`src/rtl/fpg8_pkg.sv`:
```
// rtl/fpg8_pkg.sv - shared timer mode type and default bank sizes
package fpg8_pkg;

  typedef enum logic {
    TMR_ONESHOT = 1'b0,
    TMR_RELOAD  = 1'b1
  } tmr_mode_e;

  localparam int DEF_WIDTH    = 16;
  localparam int DEF_CHANNELS = 4;

endpackage

```
`src/rtl/timer_channel.sv`:
```
// rtl/timer_channel.sv - one down-counting timer channel with reload and sticky expiry flag
module timer_channel
  import fpg8_pkg::*;
#(
  parameter int WIDTH = DEF_WIDTH
) (
  input  logic             clk,
  input  logic             reset,
  input  logic             tick,
  input  logic             load,
  input  logic [WIDTH-1:0] data,
  input  tmr_mode_e        mode,
  input  logic             ack,
  output logic [WIDTH-1:0] count,
  output logic             pending
);

  logic [WIDTH-1:0] reload_q;
  tmr_mode_e        mode_q;
  logic             running;
  logic             expire;

  assign expire = tick && running && (count == WIDTH'(1));

  always_ff @(posedge clk) begin
    if (!reset) begin
      count    <= '0;
      reload_q <= '0;
      mode_q   <= TMR_ONESHOT;
      running  <= 1'b0;
      pending  <= 1'b0;
    end else if (load) begin
      count    <= data;
      reload_q <= data;
      mode_q   <= mode;
      running  <= (data != '0);
      pending  <= 1'b0;
    end else begin
      if (tick && running) begin
        if (expire) begin
          if (mode_q == TMR_RELOAD) begin
            count <= reload_q;
          end else begin
            count   <= '0;
            running <= 1'b0;
          end
        end else begin
          count <= count - WIDTH'(1);
        end
      end
      // A fresh expiry outranks an acknowledge landing in the same cycle.
      if (expire) begin
        pending <= 1'b1;
      end else if (ack) begin
        pending <= 1'b0;
      end
    end
  end

endmodule

```
`src/rtl/timer_bank.sv`:
```
// rtl/timer_bank.sv - bank of CHANNELS timers with readback mux and pending priority encoder
// Optional prescaler: define TIMER_PRESCALE_EN to tick once every PRESCALE cycles.
module timer_bank
  import fpg8_pkg::*;
#(
  parameter int WIDTH    = DEF_WIDTH,
  parameter int CHANNELS = DEF_CHANNELS,
`ifdef TIMER_PRESCALE_EN
  parameter int PRESCALE = 8,
`endif
  localparam int SEL_W   = $clog2(CHANNELS)
) (
  input  logic                clk,
  input  logic                reset,
  input  logic [WIDTH-1:0]    DATA,
  input  logic                timer_in,
  input  logic [SEL_W-1:0]    timer_select,
  input  logic                mode_in,
  input  logic                timeout_ack,
  output logic [WIDTH-1:0]    REG_OUT_TIMER,
  output logic [CHANNELS-1:0] pending,
  output logic                timeout,
  output logic [SEL_W-1:0]    timeout_channel
);

  logic             tick;
  logic [WIDTH-1:0] counts   [CHANNELS];
  logic [WIDTH-1:0] rd_table [2**SEL_W];

`ifdef TIMER_PRESCALE_EN
  localparam int PS_W = (PRESCALE > 1) ? $clog2(PRESCALE) : 1;
  logic [PS_W-1:0] ps_cnt;

  // Free-running; loads deliberately leave its phase alone.
  always_ff @(posedge clk) begin
    if (!reset || tick) begin
      ps_cnt <= '0;
    end else begin
      ps_cnt <= ps_cnt + PS_W'(1);
    end
  end

  assign tick = (ps_cnt == PS_W'(PRESCALE - 1));
`else
  assign tick = 1'b1;
`endif

  for (genvar i = 0; i < CHANNELS; i++) begin : g_ch
    timer_channel #(
      .WIDTH(WIDTH)
    ) u_channel (
      .clk     (clk),
      .reset   (reset),
      .tick    (tick),
      .load    (timer_in && (timer_select == SEL_W'(i))),
      .data    (DATA),
      .mode    (tmr_mode_e'(mode_in)),
      .ack     (timeout_ack && timeout && (timeout_channel == SEL_W'(i))),
      .count   (counts[i]),
      .pending (pending[i])
    );
  end

  assign timeout = |pending;

  always_comb begin
    timeout_channel = '0;
    for (int i = CHANNELS - 1; i >= 0; i--) begin
      if (pending[i]) timeout_channel = SEL_W'(i);
    end
  end

  // Unpopulated select codes read back as zero.
  for (genvar j = 0; j < 2**SEL_W; j++) begin : g_rd
    if (j < CHANNELS) begin : g_live
      assign rd_table[j] = counts[j];
    end else begin : g_zero
      assign rd_table[j] = '0;
    end
  end

  assign REG_OUT_TIMER = rd_table[timer_select];

endmodule

```
`config.mk`:
```
export PLATFORM = sky130hd
export DESIGN_NAME = timer_bank
export DESIGN_NICKNAME = d
export VERILOG_FILES = /design/src/rtl/fpg8_pkg.sv /design/src/rtl/timer_channel.sv /design/src/rtl/timer_bank.sv
export SDC_FILE = /design/constraint.sdc
export NUM_CORES = 1
export LEC_CHECK = 0
export CAP_MARGIN = 20
export CELL_PAD_IN_SITES_DETAIL_PLACEMENT = 1
export CELL_PAD_IN_SITES_GLOBAL_PLACEMENT = 1
export CORE_MARGIN = 2
export CORE_UTILIZATION = 40
export CTS_CLUSTER_SIZE = 40
export DETAILED_ROUTE_END_ITERATION = 6
export PLACE_DENSITY_LB_ADDON = 0.08
export SLEW_MARGIN = 20
export SYNTH_ARGS = -nofsm -noshare
export SYNTH_HDL_FRONTEND = slang
export SYNTH_SLANG_ARGS = --single-unit
export TNS_END_PERCENT = 30
```
`constraint.sdc`:
```
create_clock -name clk -period 4.8 [get_ports clk]
set_clock_uncertainty 0.1 [all_clocks]
set_input_delay 0.96 -clock clk [delete_from_list [all_inputs] [get_ports clk]]
set_output_delay 0.96 -clock clk [all_outputs]
set_load 0.02 [all_outputs]
```
Word-level counts from Yosys, hierarchy flattened
Cells that the tools add are included.
{"block": "classes", "addsub": 4, "n_mul": 0, "div_mod_pow": 0, "magnitude_cmp": 1, "eq_ne": 10, "n_shift": 0, "muxes": 47, "bitwise_logic": 2, "n_reduce_logical": 29}
{"operator": "two-way mux 16 bit", "count": 18}
{"operator": "== test 16 x 1 -> 1 bit, second input constant", "count": 4}
{"operator": "subtractor 16 x 1 -> 16 bit, second input constant", "count": 4}
{"operator": "binary-select mux 16 bit (select 2 bit)", "count": 1}
{"operator": "two-way mux 1 bit", "count": 24}
{"operator": "nonzero test 16 bit", "count": 1}
{"operator": "nonzero test 2 bit", "count": 8}
{"operator": "logical AND 1 bit", "count": 13}
{"operator": "== test 2 bit, second input constant", "count": 4}
{"operator": "two-way mux 2 bit", "count": 4}
{"operator": "OR reduction 2 bit", "count": 4}
{"operator": "== test 2 x 1 -> 1 bit, second input constant", "count": 2}
{"operator": "zero test 2 bit", "count": 2}
{"operator": "OR reduction 4 bit", "count": 1}
{"operator": "greater-or-equal comparator 3 bit, second input constant", "count": 1}
{"operator": "inverter 2 -> 3 bit", "count": 1}
{"operator": "inverter 1 bit", "count": 1}
{"block": "word_totals", "reg_bits": 140, "latchBits": 0, "ramBits": 0, "romBits": 0, "input_bits": 23, "elab_cells": 113, "memories": 0}

Logic depth before layout (Yosys ltp)
{"block": "depth", "word_depth": 8, "ltp_mapped": 9, "ltp_nobuf": 7}

By module
Synthesis repeated with hierarchy kept, for this count alone.
{"block": "unflattened", "hier_cells": 928, "hier_area_um2": 8359.3}
{"module": "timer_channel (g_ch[1].u_channel ...)", "instances": 3, "cells_each": 217, "area_per_inst_um2": 1940.6, "seq_area_each_um2": 700.7}
{"module": "timer_channel (g_ch[0].u_channel)", "instances": 1, "cells_each": 239, "area_per_inst_um2": 2050.7, "seq_area_each_um2": 700.7}
{"module": "timer_bank", "instances": 1, "cells_each": 38, "area_per_inst_um2": 486.7, "seq_area_each_um2": 0.0}

Worst setup path before layout
No wires, ideal clock.
{"block": "synth_timing", "path_kind": "input port to output port", "startpoint": "in timer_select[1]", "endpoint": "out REG_OUT_TIMER[7]", "arrival_ns": 2.204, "t_required_ns": 3.740, "setup_slack_ns": 1.536, "cell_stages": 3, "path_buffers": 2, "path_cell_list": "buf_2 > buf_2 > mux4_1"}
{"block": "synth_between", "elab_chain_cells": 4}
{"element": "start: declaration", "line": "timer_bank.sv:17", "rtl": "input logic [SEL_W-1:0] timer_select,"}
{"element": "inverter 2 -> 3 bit (not written as such)", "line": "timer_bank.sv:82", "rtl": "assign REG_OUT_TIMER = rd_table[timer_select];"}
{"element": "binary-select mux 16 bit (select 2 bit)", "line": "timer_bank.sv:82"}
{"element": "two-way mux 16 bit (not written as such) (2 in a row)", "line": "timer_bank.sv:82"}
{"element": "end: declaration", "line": "timer_bank.sv:20", "rtl": "output logic [WIDTH-1:0] REG_OUT_TIMER,"}
Every way passes these cells. The select of a mux whose other input is x is not followed.

Worst setup path in the final report
Same ends and word-level chain as after synthesis.

==> key figures <==
Status
  • Status: finished, final reports clean

Global route
  • Number of global-route vias before repair: ~7700
  • First-pass GRT wire length: ~46 mm
  • Gr usage total: 30.3%
  • Congestion Overflow GR: 0
  • Largest net degree at the start of global routing: 48
  • Initial antenna violation count: 1

Drt
  • Antenna viol nets, final: 0
  • Vias: between 7000 and 8000
  • WL/cell: about 24 um
  • Initial DRC Count: about 770
  • Pre-Repair DR Iteration Count: 5
  • Detailed-route vias per instance: 6.12
  • WL final: 30.2 mm
  • Post-route DRC: 0

Power
  • P_leak: 3.05 nW
  • Clock power frac: 38.8%
  • Sw Ratio: approximately 32%
  • P_int: 2.20 mW
  • Comb power frac: approximately a fifth
  • Seq pwr share: 41.1%
  • Power Dens Cells: approximately 370 mW/mm2
  • Psw: 1.05 mW
  • Peak supply drop: between 0.0002 and 0.0003 V
  • PnR Total Power: roughly 3.3 mW

STA
  • Final Cycle Share: between 80% and 90%
  • Fin crit period: approximately 4.0 ns
  • Final Hold Viols: 0
  • RSZ-0062 raised after global routing: no
  • FMAX: ~250 MHz
  • Tightest Pin Transition: 1.01 ns
  • Final setup viols: 0
  • Setup tns final: 0 ns
  • Relative slew slack: between 30% and 40%
  • Slew Limit Fails: 0

Floorplan
  • Row count: 50
  • Initial Utilization: between 40% and 50%
  • Num ports: 46
  • DIE HEIGHT: around 140 um
  • DIE AREA: about 0.020 mm2
  • Die width: about 140 um
  • CORE AREA: roughly 0.019 mm2

Synthesis
  • Ys flop type: dfxtp_1
  • Syn nets: roughly 1000
  • Synth warn: 0
  • Synthesis-stage register bit count: between 100 and 150
  • Share of async-settable or async-resettable flops after synthesis: 0%
  • Mapped Cells: approximately 1000
  • Distinct cell type count after synthesis: 74
  • Synth Cell Area: 0.00774 mm2
  • Post-synth EDFFs: 0
  • Sequential area share after synthesis: 36.2%
  • Post-synthesis average cell area: 7.68 um2

Setup path
  • Critical path type: input port to output pin
  • CP Max Fanout: 23
  • CP startpoint kind: input port
  • WP data required: between 3 and 4 ns
  • Crit path DAT: 2.94 ns
  • Worst Setup End Kind: output pin

Clock tree
  • CTS tree: yes
  • Post-CTS Setup Bufs: 0
  • Worst-Skew Late Latency: around 0.43 ns
  • Clk pin slew, worst setup/hold paths: ~0.06 ns
  • H-tree depth reported by CTS: 4
  • Post-cts resize count: 0
  • Root Driver: clkbuf_16
  • CTS hold repair buffers: 0
  • CTS sink cnt: 140
  • Max Root-Sink Buffers: 2
  • Num CTS Buffers: 17

Cells and area
  • Layout area overhead: 14.9%
  • Share of cells above drive strength 1: 8.59%
  • FILL cells: 2332
  • Nets: 1043

Hold path
  • Hold crit path type: flop to flop

Job
  • Max Cap Viol: 0

Place
  • Final RePlAce weighted congestion: around 0.84
  • DP HPWL: between 20 and 25 mm
  • IO Port Bufs: 45
-- path summary, 6_finish.rpt --
check	start	end	slack, ns	cells after the start
worst max register to register	g_ch[1].u_channel.count[3]$_SDFFE_PN0P_	g_ch[1].u_channel.count[13]$_SDFFE_PN0P_	1.75	5
worst max-delay path	timer_select[1]	REG_OUT_TIMER[7]	0.80	4
worst min register to register	g_ch[3].u_channel.reload_q[9]$_SDFFE_PN0P_	g_ch[3].u_channel.reload_q[9]$_SDFFE_PN0P_	0.35	2
worst min-delay path	g_ch[3].u_channel.reload_q[9]$_SDFFE_PN0P_	g_ch[3].u_channel.reload_q[9]$_SDFFE_PN0P_	0.35	2
-- cells by family after synthesis --
logic type	Yosys count	synth area share (%)
and+or+nand+nor	412	25.3
xor gates and xnor gates	24	2.71
muxes	20	5.25
AOI/OAI and AO/OA	305	24.0
buffers and inverters	100	5.23
DFF	140	36.2
adders and majority gates	8	1.29
-- power by group through the flow --
stage                     clock (mW)  combinational [mW]  sequential (mW)
final                           1.26               0.656             1.34
after global routing            1.33               0.721             1.34
after CTS                       1.28               0.652             1.33
after detailed placement           0               0.644             1.36
after global placement             0               0.635             1.36
after floorplan                    0               0.462             1.30
-- cell usage after synthesis (5+ instances only) --
cell	instances	area, um2
a211oi_1	10	75.1
clkbuf_1	65	244
o32ai_1	6	52.6
nand3_1	43	215
o22ai_1	5	31.3
nand2_1	200	751
inv_1	17	63.8
o21ai_0	69	345
and2_1	9	56.3
nor4_1	13	81.3
buf_4	5	37.5
nor3_1	28	140
ha_1	8	100
a311oi_1	7	61.3
mux4_2	15	338
dfxtp_1	140	2800
a21boi_0	12	90.1
a21oi_1	125	626
nand4_1	17	106
and3_1	11	68.8
xnor2_1	20	175
a31oi_1	22	138
nor2_1	48	180
buf_2	9	45.0
-- worst max-delay path, cell delays in order --
cell             delay [ns]
clkdlybuf4s50_1        0.45
buf_4                  0.34
mux4_1                 0.62
clkdlybuf4s50_1        0.56
-- metrics by stage --
step	utilization [%]	hold slack (ns)	area, um2	setup slack [ns]	std cells
floorplan	-	0.332	7740	1.54	1009
global placement	44.3	0.339	8350	0.797	1253
detailed placement	44.3	0.346	8350	0.783	1253
CTS	47.3	0.355	8900	0.784	1284
global route	47.3	0.369	8900	0.718	1284
finish	47.3	0.352	8900	0.800	1285
-- registers in the layout, indices dropped and copies added (netlist names) --
signal,count
g_ch.u_channel.pending,4
g_ch.u_channel.reload_q,64
g_ch.u_channel.mode_q,4
g_ch.u_channel.count,64
g_ch.u_channel.running,4
-- cell type report --
type	count	area (um2)	share of cell area (%)
flip-flops and latches	140	2800	31.5
multi-input cells	769	4540	51.0
repair buffers	66	608	6.83
inverters	18	68.8	0.773
clock inverters	14	125	1.41
clock buffers	17	425	4.78
well taps	260	325	3.65
diodes	1	2.50	0.0281
-- cells in the final DEF, fill, tap and decap left out, types with 8 or more instances in the layout --
master	Yosys	layout
nand4_1	17	17
and3_1	11	11
ha_1	8	8
inv_1	17	16
nand3_1	43	43
nand2_1	200	200
nor2_1	48	47
a211oi_1	10	10
clkbuf_16	0	17
clkdlybuf4s50_1	0	45
and2_1	9	9
o21ai_0	69	69
a21boi_0	12	12
a21oi_1	125	125
buf_4	5	21
nor4_1	13	13
nor3_1	28	28
mux4_2	15	15
xnor2_1	20	20
dfxtp_1	140	140
a31oi_1	22	22
-- layer usage --
layer  routed length [um]  GRT usage (%)  vias to the layer above
li1                     -              -                     3661
met1                14100           41.8                     3913
met2                13700           47.1                      231
met3                 1530           6.17                       53
met4                  853           10.3                        0
met5                    0              0                        -
(Power assumes the default switching activity.)
